`config.mk`:
```
export PLATFORM = sky130hd
export DESIGN_NAME = mult_pipeline_flat
export DESIGN_NICKNAME = d
export VERILOG_FILES = /design/src/rtl/mult_pipeline_if.sv /design/src/rtl/mult_pipeline.sv /design/src/flat_wrapper.sv
export SDC_FILE = /design/constraint.sdc
export NUM_CORES = 2
export LEC_CHECK = 0
export CAP_MARGIN = 40
export CORE_MARGIN = 1
export CORE_UTILIZATION = 50
export DETAILED_ROUTE_END_ITERATION = 16
export GPL_ROUTABILITY_DRIVEN = 0
export PLACE_DENSITY = 0.78
export SYNTH_ARGS = -nofsm -noshare
export SYNTH_HDL_FRONTEND = slang
export SYNTH_SLANG_ARGS = --single-unit
```
`constraint.sdc`:
```
create_clock -name clock -period 9.6 [get_ports clock]
set_input_delay 1.92 -clock clock [delete_from_list [all_inputs] [get_ports clock]]
set_output_delay 1.92 -clock clock [all_outputs]
set_load 0.02 [all_outputs]
```
`src/rtl/mult_pipeline_if.sv`:
```
// Issue/result handshake bundle for the pipelined multiply unit.
// master = producer/consumer side, slave = the multiply unit.
interface mult_pipeline_if #(
   parameter int XLEN  = 32,
   parameter int TAG_W = 8
);
   logic             in_valid;
   logic             in_ready;
   logic [1:0]       in_func;
   logic [XLEN-1:0]  in_opa;
   logic [XLEN-1:0]  in_opb;
   logic [TAG_W-1:0] in_tag;
   logic             out_valid;
   logic             out_ready;
   logic [XLEN-1:0]  out_result;
   logic [TAG_W-1:0] out_tag;

   modport master (
      output in_valid, in_func, in_opa, in_opb, in_tag, out_ready,
      input  in_ready, out_valid, out_result, out_tag
   );

   modport slave (
      input  in_valid, in_func, in_opa, in_opb, in_tag, out_ready,
      output in_ready, out_valid, out_result, out_tag
   );
endinterface

```
`src/rtl/mult_pipeline.sv`:
```
// Fully pipelined RV32M MUL/MULH/MULHSU/MULHU unit: one op per cycle, results in
// issue order after STAGES cycles, global stall on output backpressure, 1-cycle flush.
module mult_pipeline #(
   parameter int XLEN   = 32,
   parameter int STAGES = 4,
   parameter int TAG_W  = 8
) (
   input  logic           clock,
   input  logic           reset,
   input  logic           flush,
   mult_pipeline_if.slave bus
);
   localparam int W = 2 * XLEN;
   localparam int C = W / STAGES;

   typedef enum logic [1:0] {
      FN_MUL    = 2'b00,
      FN_MULH   = 2'b01,
      FN_MULHSU = 2'b10,
      FN_MULHU  = 2'b11
   } func_e;

   // Slot k holds the operands plus the sum of chunks 0..k-1; the output
   // register adds the final chunk, so latency is exactly STAGES edges.
   typedef struct packed {
      func_e            func;
      logic [W-1:0]     opa;
      logic [W-1:0]     opb;
      logic [W-1:0]     acc;
      logic [TAG_W-1:0] tag;
   } slot_t;

   slot_t             slot_q [STAGES];
   slot_t             slot_d [STAGES];
   logic [STAGES-1:0] vld_q, vld_d;
   logic              out_valid_q, out_valid_d;
   logic [XLEN-1:0]   out_result_q, out_result_d;
   logic [TAG_W-1:0]  out_tag_q, out_tag_d;

   func_e        in_func_e;
   logic         sign_a, sign_b;
   logic         stall, accept;
   logic [W-1:0] final_acc;

   function automatic logic [W-1:0] add_chunk(input slot_t s, input int k);
      logic [W-1:0] chunk;
      chunk = W'(s.opb[k*C +: C]);
      return s.acc + ((s.opa * chunk) << (k * C));
   endfunction

   assign in_func_e = func_e'(bus.in_func);
   assign sign_a    = (in_func_e != FN_MULHU) && bus.in_opa[XLEN-1];
   assign sign_b    = ((in_func_e == FN_MUL) || (in_func_e == FN_MULH)) && bus.in_opb[XLEN-1];

   assign stall        = out_valid_q && !bus.out_ready;
   assign accept       = bus.in_valid && !stall && !flush;
   assign bus.in_ready = !stall;

   always_comb begin
      // NOTE: every variable gets a default first so no path infers a latch.
      slot_d       = slot_q;
      vld_d        = vld_q;
      out_valid_d  = out_valid_q;
      out_result_d = out_result_q;
      out_tag_d    = out_tag_q;
      final_acc    = add_chunk(slot_q[STAGES-1], STAGES - 1);

      if (!stall) begin
         vld_d[0] = accept;
         if (accept) begin
            slot_d[0].func = in_func_e;
            slot_d[0].opa  = {{XLEN{sign_a}}, bus.in_opa};
            slot_d[0].opb  = {{XLEN{sign_b}}, bus.in_opb};
            slot_d[0].acc  = '0;
            slot_d[0].tag  = bus.in_tag;
         end
         for (int k = 1; k < STAGES; k++) begin
            vld_d[k] = vld_q[k-1];
            if (vld_q[k-1]) begin
               slot_d[k]     = slot_q[k-1];
               slot_d[k].acc = add_chunk(slot_q[k-1], k - 1);
            end
         end
         out_valid_d = vld_q[STAGES-1];
         // Output data only moves on a real result, so it holds across bubbles.
         if (vld_q[STAGES-1] && !flush) begin
            out_result_d = (slot_q[STAGES-1].func == FN_MUL) ? final_acc[XLEN-1:0]
                                                             : final_acc[W-1:XLEN];
            out_tag_d    = slot_q[STAGES-1].tag;
         end
      end

      if (flush) begin
         vld_d       = '0;
         out_valid_d = 1'b0;
      end
   end

   // NOTE: non-blocking assignments so every register samples pre-edge values.
   always_ff @(posedge clock) begin
      if (reset) begin
         vld_q        <= '0;
         out_valid_q  <= 1'b0;
         out_result_q <= '0;
         out_tag_q    <= '0;
      end else begin
         vld_q        <= vld_d;
         out_valid_q  <= out_valid_d;
         out_result_q <= out_result_d;
         out_tag_q    <= out_tag_d;
      end
   end

   // NOTE: datapath slots carry no reset; the valid bits alone decide what is live.
   always_ff @(posedge clock) begin
      slot_q <= slot_d;
   end

   assign bus.out_valid  = out_valid_q;
   assign bus.out_result = out_result_q;
   assign bus.out_tag    = out_tag_q;
endmodule

```
`src/flat_wrapper.sv`:
```
// flat-port wrapper written by rule: the top's interface ports become plain ports
module mult_pipeline_flat 
#(
   parameter int XLEN   = 32,
   parameter int STAGES = 4,
   parameter int TAG_W  = 8
)
  (clock, reset, flush, bus_in_valid, bus_in_func, bus_in_opa, bus_in_opb, bus_in_tag, bus_out_ready, bus_in_ready, bus_out_valid, bus_out_result, bus_out_tag);
  mult_pipeline_if #(.XLEN(XLEN), .TAG_W(TAG_W)) bus_i ();
  input  logic clock;
  input  logic reset;
  input  logic flush;
  input wire logic [$bits(bus_i.in_valid)-1:0] bus_in_valid;
  input wire logic [$bits(bus_i.in_func)-1:0] bus_in_func;
  input wire logic [$bits(bus_i.in_opa)-1:0] bus_in_opa;
  input wire logic [$bits(bus_i.in_opb)-1:0] bus_in_opb;
  input wire logic [$bits(bus_i.in_tag)-1:0] bus_in_tag;
  input wire logic [$bits(bus_i.out_ready)-1:0] bus_out_ready;
  output wire logic [$bits(bus_i.in_ready)-1:0] bus_in_ready;
  output wire logic [$bits(bus_i.out_valid)-1:0] bus_out_valid;
  output wire logic [$bits(bus_i.out_result)-1:0] bus_out_result;
  output wire logic [$bits(bus_i.out_tag)-1:0] bus_out_tag;
  assign bus_i.in_valid = bus_in_valid;
  assign bus_i.in_func = bus_in_func;
  assign bus_i.in_opa = bus_in_opa;
  assign bus_i.in_opb = bus_in_opb;
  assign bus_i.in_tag = bus_in_tag;
  assign bus_i.out_ready = bus_out_ready;
  assign bus_in_ready = bus_i.in_ready;
  assign bus_out_valid = bus_i.out_valid;
  assign bus_out_result = bus_i.out_result;
  assign bus_out_tag = bus_i.out_tag;
  mult_pipeline #(.XLEN(XLEN), .STAGES(STAGES), .TAG_W(TAG_W)) u_core (.clock(clock), .reset(reset), .flush(flush), .bus(bus_i));
endmodule
```
==> results_dict.tcl <==
set metrics [dict create \
    placedCellCount 8302 \
    antenna_found_initial 3 \
    drt_iter0_drc 3891 \
    fin_cells 8439 \
    grt_pass1_vias 49700 \
    drc 0 \
    dr.pass1.iters 6 \
    vias 45900 \
    final.fill_count 10700 \
    avgSynthCellArea_sq_um 10.0 \
    setup_viol_count_final 0 \
    viasPerCell 5.43 \
    cp_common_cell "fa_1" \
    synth-seq-cells 429 \
    netlist_instances 6508 \
    cts_inserted_buffers 49 \
    dieArea_sq_mm 0.132 \
    slew_headroom 0.333 \
    area_growth_pct 9.41 \
    final_antenna_net_count 0 \
    num_rows 132 \
    pre_cts_slack_ns 0.222 \
    endpoint_kind "register" \
    clock_path_buffers 3 \
    worst_slew_pin_slew_ns 1.00 \
    antenna_cells 0 \
    min_period_ns 9.27 \
    design.core.area_sq_mm 0.129 \
    die_h_microns 363 \
    critPathKind "register to register" \
    synth_warnings 0 \
    slowest_stage "edfxtp_1" \
    clkLatencyLatePin_ns 0.67 \
    ys.flop_type "edfxtp_1" \
    syn_nets 8340 \
    max_cap_viol_count 0 \
    slew_viol_final 0 \
    startpoint_type "register" \
    synthTopCellsByArea "fa_1 40%, edfxtp_1 18%, inv_1 9.1%" \
    grt.overflow.total 0 \
    fin_skew_ns 0.0429 \
    nets 8490 \
    fp.dieW_microns 363 \
    clock-sinks 429 \
    cpPeakStageDelay_ns 0.89 \
    ys_seq_area_frac 0.191 \
    synth.distinct_cells 90 \
    grt_max_degree 67 \
    worst_ep_required_time_ns 9.98 \
    synth_largest_area_cell "fa_1" \
    min_period_over_period 0.966 \
    status "finished, final reports clean" \
    start_util 0.504 \
    max_freq_mhz 108 \
    synth_most_common_cell "inv_1" \
    ctsRootBufferMaster "clkbuf_16" \
    htreeDepth 2 \
    layout_setup_ws_ns 0.329 \
    cts_tree "built" \
    groute.usage.overall 0.260 \
    clkTransAtPathRegs_ns 0.07 \
    tns_ns 0 \
    ios 121 \
    hpwl_microns 133000 \
    netlist_area_sq_mm 0.0652 \
    netlist_top_cells_count "1588 x inv_1, 1299 x fa_1, 826 x nand2_1" \
    hold_violations 0 \
    numPortBuffers 120 \
    critPathMaxFanout 17 \
    synth_top_area_share 0.399 \
    synth-edff-count 384 \
    cp.arrival_ns 9.65 \
    drive_gt1_frac 0.0469 \
    hold_buffers 0 \
    wl_microns 167000 \
    post_drt_wl_per_cell_microns 19.8 \
    hp-class "register to register" \
    ys_async_sr_fraction 0 \
    grt_pass1_wl_microns 267000 \
]
-- final cells by class --
type,count,area (sq um),share of cell area
clock buffer,60,1270,0.0178
clock inverter,30,414,0.00580
inverter,1588,5960,0.0835
multi-input combinational,4281,46100,0.646
sequential,429,12400,0.174
tap,1742,2180,0.0305
timing repair buffer,309,3020,0.0423
-- path summary, 6_finish.rpt --
path	startpoint	endpoint	slack [ns]	cells past startpoint
setup / recovery	u_core.slot_q[558]	u_core.slot_q[273]	0.33	33
hold / removal	u_core.slot_q[695]	u_core.slot_q[493]	0.41	0
setup reg to reg	u_core.slot_q[558]	u_core.slot_q[273]	0.33	33
hold reg to reg	u_core.slot_q[695]	u_core.slot_q[493]	0.41	0
-- metrics by stage --
| stage | utilization | cell area, sq um | hold WS (ns) |
|---|---|---|---|
| 2_1_floorplan | - | 65200 | 0.400 |
| 3_3_place_gp | 0.532 | 68800 | 0.401 |
| 3_5_place_dp | 0.534 | 69100 | 0.405 |
| 4_1_cts | 0.547 | 70800 | 0.397 |
| 5_1_grt | 0.551 | 71400 | 0.400 |
| 6_report | 0.551 | 71400 | 0.407 |
-- metal layers --
layer	vias to the layer above	part of all wire	global-route usage	wire length (microns)
met1	23100	0.38	0.331	63400
met5	-	0.00019	0	32
met3	478	0.096	0.0613	16100
met2	2144	0.48	0.426	79400
li1	20100	-	-	-
met4	4	0.047	0.107	7840
-- placed cells by master, fill, tap and decap left out, types with 113 or more instances in the layout --
cell type	n
inv_1	1588
fa_1	1299
nand2_1	826
ha_1	454
and2_1	431
edfxtp_1	384
xnor2_1	198
a21oi_1	169
buf_4	157
nor2_1	135
clkdlybuf4s50_1	120
a21o_1	113
-- critical path, delay by kind of cell, from the launching register on --
kind	cells	cell delay [ns]
buf+inv	4	0.34
compound gates	14	2.80
simple gates	4	0.78
xor+xnor	3	0.48
fa+ha+maj	8	3.69
flops	1	0.89
-- sequential cells by signal (all words and copies together), names as in the netlist --
signal and flops:
u_core.bus.out_tag 8, u_core.vld_q 4, u_core.slot_q 384, u_core.bus.out_result 32, u_core.bus.out_valid 1
-- logic make-up after synthesis --
family	Yosys count	share of synthesized area
compound gates	645	0.0662
flops	429	0.191
simple gates	1609	0.117
fa+ha+maj	1753	0.486
xor+xnor	271	0.0364
buf+inv	1798	0.104
mux	3	0.000460
-- what timing repair did --
| action | 4_1_cts | 5_1_grt |
|---|---|---|
| gates resized for setup | 0 | 3 |
| buffers inserted | 0 | 47 |
| endpoints found under the hold margin | 0 | 0 |
| endpoints found under the setup margin | 0 | 9 |
Power is not shown: default switching activity piles up to over one toggle a cycle in this logic, so the estimate is an artifact.
